$ cat config.mk
export PLATFORM = sky130hd
export DESIGN_NAME = instruction_fetch_sequencer
export DESIGN_NICKNAME = d
export VERILOG_FILES = /design/src/rtl/instruction_fetch_sequencer.sv
export SDC_FILE = /design/constraint.sdc
export NUM_CORES = 1
export LEC_CHECK = 0
export ABC_CLOCK_PERIOD_IN_PS = 2900
export CAP_MARGIN = 20
export CORE_MARGIN = 8
export CORE_UTILIZATION = 48
export CTS_CLUSTER_DIAMETER = 200
export CTS_CLUSTER_SIZE = 10
export DETAILED_ROUTE_END_ITERATION = 10
export PLACE_DENSITY = 0.85
export REMOVE_ABC_BUFFERS = 1
export SYNTH_ARGS = -nofsm -noshare
export SYNTH_HDL_FRONTEND = slang
export SYNTH_SLANG_ARGS = --single-unit
export TNS_END_PERCENT = 30
$ cat constraint.sdc
create_clock -name FS_clk -period 2.9 [get_ports FS_clk]
set_input_delay 0.29 -clock FS_clk [delete_from_list [all_inputs] [get_ports FS_clk]]
set_output_delay 0.29 -clock FS_clk [all_outputs]
set_load 0.1 [all_outputs]
$ cat src/rtl/instruction_fetch_sequencer.sv
`default_nettype none
// ============================================================================
//  Module      : instruction_fetch_sequencer
//  Description : Fetch control stage. Owns the program counter, runs the
//                program-memory read handshake, loads the opcode byte into
//                IR_1 and an optional operand byte into IR_2, and traps
//                memory timeouts into a sticky error state.
//  Revision    : 1.0 - initial release
// ============================================================================
module instruction_fetch_sequencer #(
    parameter int TWO_BYTE_BIT = 7,   // opcode bit flagging a two-byte instruction
    parameter int TIMEOUT      = 15   // FETCH cycles without ack before error (1..255)
) (
    input  logic       FS_clk,
    input  logic       FS_rst_n,
    input  logic       FS_start,
    input  logic       FS_pc_load,
    input  logic [7:0] FS_pc_in,
    output logic [7:0] FS_mem_addr,
    output logic       FS_mem_rd_en,
    input  logic [7:0] FS_mem_data,
    input  logic       FS_mem_ack,
    output logic       FS_IR_1_wr_en,
    output logic       FS_IR_2_wr_en,
    output logic [7:0] FS_IR_data,
    output logic [7:0] FS_pc,
    output logic       FS_busy,
    output logic       FS_done,
    output logic       FS_error
);

    typedef enum logic [2:0] {
        S_IDLE   = 3'd0,
        S_FETCH1 = 3'd1,
        S_FETCH2 = 3'd2,
        S_DONE   = 3'd3,
        S_ERROR  = 3'd4
    } state_t;

    // Wait-counter value seen in the last cycle allowed before a timeout.
    localparam logic [7:0] c_wait_last = 8'(TIMEOUT - 1);

    state_t     r_state;
    state_t     w_state_next;
    logic [7:0] r_pc;
    logic [7:0] w_pc_next;
    logic [7:0] r_wait_cnt;
    logic [7:0] w_wait_next;
    logic       w_strobe;

    // State register; reset aborts any fetch in progress immediately.
    always_ff @(posedge FS_clk or negedge FS_rst_n) begin
        if (!FS_rst_n) begin
            r_state <= S_IDLE;
        end else begin
            r_state <= w_state_next;
        end
    end

    // Program counter and consecutive-wait counter.
    always_ff @(posedge FS_clk or negedge FS_rst_n) begin
        if (!FS_rst_n) begin
            r_pc       <= 8'h00;
            r_wait_cnt <= 8'h00;
        end else begin
            r_pc       <= w_pc_next;
            r_wait_cnt <= w_wait_next;
        end
    end

    // Next-state, next-PC, wait counting and the ack-qualified IR strobes.
    always_comb begin
        w_state_next  = r_state;
        w_pc_next     = r_pc;
        w_wait_next   = r_wait_cnt;
        FS_IR_1_wr_en = 1'b0;
        FS_IR_2_wr_en = 1'b0;

        case (r_state)
            S_IDLE: begin
                // A PC load wins over a simultaneous start request.
                if (FS_pc_load) begin
                    w_pc_next = FS_pc_in;
                end else if (FS_start) begin
                    w_state_next = S_FETCH1;
                    w_wait_next  = 8'h00;
                end
            end

            S_FETCH1: begin
                if (FS_mem_ack) begin
                    FS_IR_1_wr_en = 1'b1;
                    w_pc_next     = r_pc + 8'd1;
                    if (FS_mem_data[TWO_BYTE_BIT]) begin
                        w_state_next = S_FETCH2;
                        w_wait_next  = 8'h00;
                    end else begin
                        w_state_next = S_DONE;
                    end
                end else begin
                    // An ack in the final allowed cycle is taken above, so
                    // only a missing ack here trips the timeout.
                    w_wait_next = r_wait_cnt + 8'd1;
                    if (r_wait_cnt == c_wait_last) begin
                        w_state_next = S_ERROR;
                    end
                end
            end

            S_FETCH2: begin
                if (FS_mem_ack) begin
                    FS_IR_2_wr_en = 1'b1;
                    w_pc_next     = r_pc + 8'd1;
                    w_state_next  = S_DONE;
                end else begin
                    w_wait_next = r_wait_cnt + 8'd1;
                    if (r_wait_cnt == c_wait_last) begin
                        w_state_next = S_ERROR;
                    end
                end
            end

            S_DONE: begin
                // Start is not looked at here; the requester must see IDLE.
                w_state_next = S_IDLE;
            end

            S_ERROR: begin
                // Only a PC load (or reset) releases the sticky error.
                if (FS_pc_load) begin
                    w_pc_next    = FS_pc_in;
                    w_state_next = S_IDLE;
                end
            end

            default: begin
                w_state_next = S_IDLE;
            end
        endcase
    end

    assign w_strobe = FS_IR_1_wr_en | FS_IR_2_wr_en;

    assign FS_mem_addr  = r_pc;
    assign FS_mem_rd_en = (r_state == S_FETCH1) || (r_state == S_FETCH2);
    assign FS_IR_data   = w_strobe ? FS_mem_data : 8'h00;
    assign FS_pc        = r_pc;
    assign FS_busy      = (r_state == S_FETCH1) || (r_state == S_FETCH2) ||
                          (r_state == S_DONE);
    assign FS_done      = (r_state == S_DONE);
    assign FS_error     = (r_state == S_ERROR);

endmodule
`default_nettype wire

After elaboration in Yosys (flattened, before gate mapping)
Index checks and enable logic that the tools add are counted.
- bits in read-only memories: 0
- memories: 0
- output and inout port bits: 30
- memory bits (writable): 0
- latch bits: 0
- flip-flop bits (word level): 19
- div/mod/pow operators: 0
- magnitude comparators: 0
- reduce and logical (&&, ||, !) cells: 10
- shift operators: 0
- eq/ne operators: 12
- multipliers: 0
- mux-type cells: 21
- bitwise operators: 1
- $add $sub $neg: 2
- operators by type and width (operator ; count):
    8-bit 2-to-1 mux ; 8
    8-bit one-hot mux with 3 select lines ; 1
    3-bit 2-to-1 mux ; 6
    8-bit by 1-bit adder with 8-bit output (second input constant) ; 2
    8-bit one-hot mux with 2 select lines ; 1
    3-bit one-hot mux with 4 select lines ; 1
    8-bit by 4-bit == test with 1-bit output (second input constant) ; 1
    2-bit != test (second input constant) ; 4
    3-bit by 2-bit == test with 1-bit output (second input constant) ; 2
    3-bit AND reduction ; 2
    5-bit AND reduction ; 1
    1-bit 2-to-1 mux ; 4
    2-bit by 1-bit != test with 1-bit output (second input constant) ; 2
    2-bit OR reduction ; 2
    3-bit by 1-bit == test with 1-bit output (second input constant) ; 1
    3-bit == test (second input constant) ; 1
    3-bit logical NOT ; 1
    3-bit != test (second input constant) ; 1
    3-bit nonzero test ; 1
    1-bit logical OR ; 2
    2-bit nonzero test ; 1
    1-bit OR ; 1

Depth between registers and ports, before layout
Gate-level depths: netlist of run 1.
- depth in word-level cells: 4
- depth in mapped cells: 6
- mapped depth without buffers: 6

Least setup slack after synthesis of run 1
Ideal clock, no wire load.
- kind: register to output
- start: reg r_state[0]
- end: out FS_mem_rd_en
- required time: 2.610 ns
- setup slack: 0.445 ns
- stages on the path, launching flop included: 4
- data arrival time: 2.165 ns
- cell sequence: dfrtp_1 > nand2b_2 > buf_6 > a21oi_1
- cells in the longest elaborated chain, start to end: 2
- elaborated cells between the ends (all ways): 3
- classes of those cells: 2 x eq/ne; 1 x reduce/logical
- ends and longest elaborated chain (element ; line ; text):
    from (decl) ; 43 ; state_t r_state;
    from (signal assigned) ; 56 ; r_state <= w_state_next;
    3-bit by 1-bit == test with 1-bit output / 3-bit by 2-bit == test with 1-bit output (equally long branches) ; 145 ; assign FS_mem_rd_en = (r_state == S_FETCH1) || (r_state == S_FETCH2);
    1-bit logical OR * ; 145 ;
    to (decl) ; 20 ; output logic FS_mem_rd_en,
Every way passes the cells marked *; elsewhere a longest branch is shown, timed or not.

Worst setup path after layout of run 1
- start: reg r_state[0]
- end: out FS_IR_data[4]
- cells in the longest elaborated chain, start to end: 4
- elaborated cells between the ends (all ways): 6
- classes of those cells: 2 x eq/ne; 3 x mux; 1 x bitwise
- ends and longest elaborated chain (element ; line ; text):
    3-bit by 1-bit == test with 1-bit output / 3-bit by 2-bit == test with 1-bit output (equally long branches) ; 79 ; case (r_state)
    1-bit 2-to-1 mux ; 79 ;
    1-bit OR * ; 142 ; assign w_strobe = FS_IR_1_wr_en | FS_IR_2_wr_en;
    8-bit 2-to-1 mux * ; 146 ; assign FS_IR_data = w_strobe ? FS_mem_data : 8'h00;
    to (decl) ; 25 ; output logic [7:0] FS_IR_data,
Marked as above.

==> impl_metrics.ini, run 1 <==
[drt]
ant_nets = 0
drt_drc_violations_left = 0
wl_per_cell_um = 16.9
drt_wl_total_um = 3940
viasPerCell = 5.92
firstDrtPassIters = 4
drt_iter0_drc = 104
route.vias.total = 1380

[sta]
fin_tns_setup_ns = 0
maxSlewHeadroom_pct = 40.1
drv_slew = 0
min_period_over_period_pct = 82.5
rsz0062_at_grt = no
worst_slew_pin_slew_ns = 0.896
hold_violations = 0
final-setup-viol-count = 0
max_freq_mhz = 418
fin_crit_ns = 2.39
fin_skew_ns = 0.00850

[clocking]
clockBufferDepth = 2
cts_max_level = 1
cts_root_buf = clkbuf_4
holdBufCountCts = 0
cts_setup_buffers = 0
cts_resized = 0
numClockSinks = 19
cts_made_buffers = 3
worstSkewPairLatency_ns = 0.31
cts_tree = done
clk_pin_slew_ns = 0.12

[die]
die_y_um = 70.3
std_cell_rows = 19
fp.dieW_um = 70.3
io_pins = 51
start_util_pct = 50.8
core_sq_um = 2780
dieArea_sq_um = 4940

[worst_setup_path]
slowest_stage = dfrtp_1
cpPeakStageDelay_ns = 0.53
path_cells = nand2b_2 > a21oi_1 > and2_1 > buf_12
cp_max_fo = 12
cp.arrival_ns = 2.10
critPathCaptureType = output port
critPathKind = reg2out
worstSetupStartpointType = flip-flop
worstPathRequired_ns = 2.61

[logic_synthesis]
yosysWarnings = 0
seq_area_frac_synth_pct = 33.6
synth_edf_count = 0
yosys.area.top_type_share_pct = 33.6
ys_seq_elements = 19
synth.area.top_cells = dfrtp_1, o21ai_0, buf_4
syn_inst = 162
synth_area_leader_cell = dfrtp_1
synth-async-reset-ratio_pct = 100
yosysUniqueCellTypes = 47
syn_avg_cell_area_sq_um = 8.73
syn-cell-area_sq_um = 1410
synthFlopType = dfrtp_1

[final_layout]
final_nets = 227
n_antenna_cell = 0
final_layout_size_suffix_gt1_share_pct = 22.8
area_delta_synth_final_pct = 34.8

[global_routing]
top_usage_layer = met2
antenna_found_initial = 0
grt_max_degree = 20
grt_pass1_wl_um = 6690
met2_usage_pct = 29.9
overflow = 0
grt_use_met1_pct = 17.1
grt_pass1_vias = 1397
track_usage_pct = 16.0
met3_usage_pct = 4.38

[placed_design]
port-buffer-count = 50
dpl.hpwl_um = 3120
gp_congestion = 0.900

[run]
drv_cap = 0

[hold_path]
hp-class = in2async

[run_status]
outcome = finished, final reports clean
## sequential cells by signal, summed over array words and instances, names as in the netlist
name,cells
FS_mem_addr,8
r_state,3
r_wait_cnt,8
## layer usage
| metal | vias to the layer above | part of all wire [%] |
|---|---|---|
| met5 | - | 0 |
| met4 | 0 | 1.2 |
| met3 | 7 | 6.3 |
| met2 | 41 | 54 |
| met1 | 669 | 39 |
| li1 | 663 | - |
## synth_stat cells, drive strengths merged, types with 2 or more instances
master / instances
a21o: 3
a21oi: 12
a22oi: 3
a31oi: 3
and2: 9
and3: 2
buf: 15
dfrtp: 19
ha: 3
inv: 6
nand2: 10
nand2b: 5
nand3: 8
nand4: 2
nand4b: 2
nor2: 9
nor2b: 3
nor3: 3
o21ai: 17
o21bai: 2
o22a: 2
o22ai: 3
o2bb2ai: 5
or2: 2
## worst max-delay path: cells and delay by family (launching register included)
family / cells / cell delay [ns]
compound gates: 1 / 0.46
buf+inv: 1 / 0.18
flops: 1 / 0.53
simple gates: 2 / 0.63
## through the flow
stage               util, %  instances  hold WS [ns]  cell area, sq um  setup slack, ns
floorplan                 -        147      -0.00559              1300            0.252
global placement       67.4        229         0.469              1880            0.675
detailed placement     67.4        229         0.488              1880            0.575
CTS                    68.5        233         0.493              1910            0.503
global route           68.5        233         0.547              1910            0.339
finish                 68.5        233         0.473              1910            0.508
## cell type report
cell class / instances / area (sq um)
repair buffers: 51 / 533
flip-flops and latches: 19 / 475
inverters: 6 / 22.5
clock buffers: 3 / 22.5
clock inverters: 1 / 7.51
well taps: 31 / 38.8
multi-input cells: 122 / 806
fillers: 227 / 876
## path summary, 6_finish.rpt
check	startpoint	endpoint	slack [ns]	depth (start not counted)
worst max-delay path	r_state[0]	FS_IR_data[4]	0.51	4
worst min-delay path	FS_rst_n	FS_mem_addr[7]	0.47	1
worst max register to register	r_state[0]	r_wait_cnt[6]	1.16	4
worst min register to register	r_wait_cnt[7]	r_wait_cnt[7]	0.51	1
max in group asynchronous	FS_rst_n	FS_mem_addr[2]	1.87	1
min in group FS_clk	r_wait_cnt[7]	r_wait_cnt[7]	0.51	1
## logic make-up after synthesis
logic type / after synthesis / share of synthesized area (%)
buffers and inverters: 21 / 9.38
muxes: 1 / 0.708
AOI/OAI and AO/OA: 58 / 29.4
DFF: 19 / 33.6
adders and majority gates: 3 / 2.66
and+or+nand+nor: 60 / 24.2
## layout by cell type (no fill, tap or decap), types with 3 or more instances in the layout
cell              n
a21o_1            3
a21oi_1          11
a22oi_1           3
a31oi_1           3
and2_1            9
buf_12            8
buf_4            23
clkbuf_4          3
clkdlybuf4s50_1  20
dfrtp_1          19
ha_1              3
inv_1             6
nand2_1          10
nand2b_1          3
nand3_1           8
nor2_1            8
nor2b_1           3
nor3_1            3
o21ai_0          14
o22ai_1           3
o2bb2ai_1         4
Power of run 1 is not shown: default switching activity piles up to over one toggle a cycle in this logic, so the estimate is an artifact.
==> inputs of run 2 (changes only) <==
--- a/config.mk
+++ b/config.mk
@@ -5,14 +5,14 @@
 export SDC_FILE = /design/constraint.sdc
 export NUM_CORES = 1
 export LEC_CHECK = 0
-export ABC_CLOCK_PERIOD_IN_PS = 2900
+export ABC_CLOCK_PERIOD_IN_PS = 2100
 export CAP_MARGIN = 20
 export CORE_MARGIN = 8
-export CORE_UTILIZATION = 48
+export CORE_UTILIZATION = 40
 export CTS_CLUSTER_DIAMETER = 200
 export CTS_CLUSTER_SIZE = 10
 export DETAILED_ROUTE_END_ITERATION = 10
-export PLACE_DENSITY = 0.85
+export PLACE_DENSITY = 0.76
 export REMOVE_ABC_BUFFERS = 1
 export SYNTH_ARGS = -nofsm -noshare
 export SYNTH_HDL_FRONTEND = slang
==> constraint.sdc (replaced) <==
create_clock -name FS_clk -period 2.1 [get_ports FS_clk]
set_input_delay 0.21 -clock FS_clk [delete_from_list [all_inputs] [get_ports FS_clk]]
set_output_delay 0.21 -clock FS_clk [all_outputs]
set_load 0.1 [all_outputs]
==> impl_metrics.ini, run 2 (same netlist as run 1, synthesis figures left out) <==
[run_status]
outcome = finished, final reports clean

[sta]
maxSlewHeadroom_pct = 74.6
min_period_over_period_pct = 94.0
fin_skew_ns = 0.00807
fin_crit_ns = 1.97
hold_violations = 0
worst_slack_ns = 0.126
max_freq_mhz = 507
drv_slew = 0
final-setup-viol-count = 0
fin_tns_setup_ns = 0
worst_slew_pin_slew_ns = 0.381

[worst_setup_path]
rrSetupSlack_ns = 0.34
reg2reg_to = r_wait_cnt[7]
rr_worst_depth = 5
worstSetupStartpointType = flip-flop
worstPathRequired_ns = 1.89
cp_max_fo = 9
rr_startpoint = r_state[0]
cp.arrival_ns = 1.76
critPathCaptureType = output port
critPathKind = reg2out

[drt]
wl_per_cell_um = 16.7
drt_iter0_drc = 44
route.vias.total = 1437
ant_nets = 0
drt_drc_violations_left = 0
viasPerCell = 5.64
firstDrtPassIters = 5
drt_wl_total_um = 4250

[final_layout]
final_nets = 234
stdcell_area_sq_um = 2050
fin_util_pct = 61.0
nFillCells = 316
area_delta_synth_final_pct = 45.0
multiInputGateArea_sq_um = 806
final_layout_size_suffix_gt1_share_pct = 25.8
n_antenna_cell = 0
final_cell_mix = buf_4, clkdlybuf4s50_1, dfrtp_1, o21ai_0, buf_12
register_area_sq_um = 477
layout_commonest_cell = buf_4

[run]
drv_cap = 0

[clocking]
cts_max_level = 1
clk_pin_slew_ns = 0.12
cts_tree = done
clockBufferDepth = 2
numClockSinks = 19
cts_root_buf = clkbuf_4
worstSkewPairLatency_ns = 0.31
holdBufCountCts = 0
cts_made_buffers = 3

[global_routing]
grt_pass1_vias = 1341
grt_max_degree = 20
track_usage_pct = 15.6
overflow = 0
grt_pass1_wl_um = 6840
antenna_found_initial = 0

[die]
std_cell_rows = 21
dieArea_sq_um = 5690
io_pins = 51
die_y_um = 75.5
fp.dieW_um = 75.5
core_sq_um = 3360
start_util_pct = 42.0

[placed_design]
port-buffer-count = 50
placed_area_sq_um = 2010
dpl.hpwl_um = 3330
gp_congestion = 0.825
dp_worst_setup_slack_ns = 0.284

[hold_path]
hp-class = in2async
==> run 2: cell count changes in the layout (fill, tap and decap cells not counted), sizes merged <==
cell / previous run / this run
buf: 31 / 38
clkinvlp: 1 / 0
clkinv: 0 / 1
==> run 2: worst max-delay path by stage <==
| stage | start | end | slack (ns) | cells past startpoint |
|---|---|---|---|---|
| 2_1_floorplan | FS_mem_addr[2] | FS_mem_addr[5] | -0.55 | 4 |
| 3_3_place_gp | FS_mem_ack | FS_mem_addr[6] | 0.32 | 6 |
| 3_5_place_dp | FS_mem_ack | FS_mem_addr[6] | 0.28 | 6 |
| 4_1_cts | r_state[0] | FS_IR_data[4] | 0.03 | 5 |
| 5_1_grt | r_state[1] | FS_IR_data[4] | -0.0004 | 5 |
| 6_report | r_state[1] | FS_IR_data[4] | 0.13 | 5 |
==> run 2: routing by layer <==
| layer | part of all wire (%) | routed length, um | vias up | track usage, % |
|---|---|---|---|---|
| met2 | 50 | 2130 | 60 | 27.2 |
| met4 | 1.8 | 76 | 0 | 6.61 |
| met5 | 0 | 0 | - | 0 |
| li1 | - | - | 683 | - |
| met1 | 41 | 1740 | 688 | 18.6 |
| met3 | 7.0 | 297 | 6 | 2.11 |
==> run 2: cell type report <==
class                           instances  area share (%)
Clock buffer                            3            1.10
Clock inverter                          1           0.244
Inverter                                6            1.10
Multi-Input combinational cell        122            39.3
Sequential cell                        19            23.2
Tap cell                               46            2.81
Timing Repair Buffer                   58            32.2
==> run 2: what timing repair did <==
item                                   CTS  global route
setup endpoints to repair                0             9
buffers inserted                         0             2
resized for setup                        0             1
endpoints found under the hold margin    0             0
==> run 2: through the flow <==
stage	hold WS, ns	std cells
after CTS	0.242	253
final	0.229	255
after global routing	0.238	255
after global placement	0.466	249
after floorplan	-0.0856	147
after detailed placement	0.482	249
==> run 2: worst max-delay path: stages (launching register included) <==
cell and delay [ns]:
dfrtp_1 0.50, nand2b_4 0.23, a21oi_1 0.19, buf_4 0.17
and2_1 0.18, buf_12 0.18
Power of run 2 is left out for the same reason.
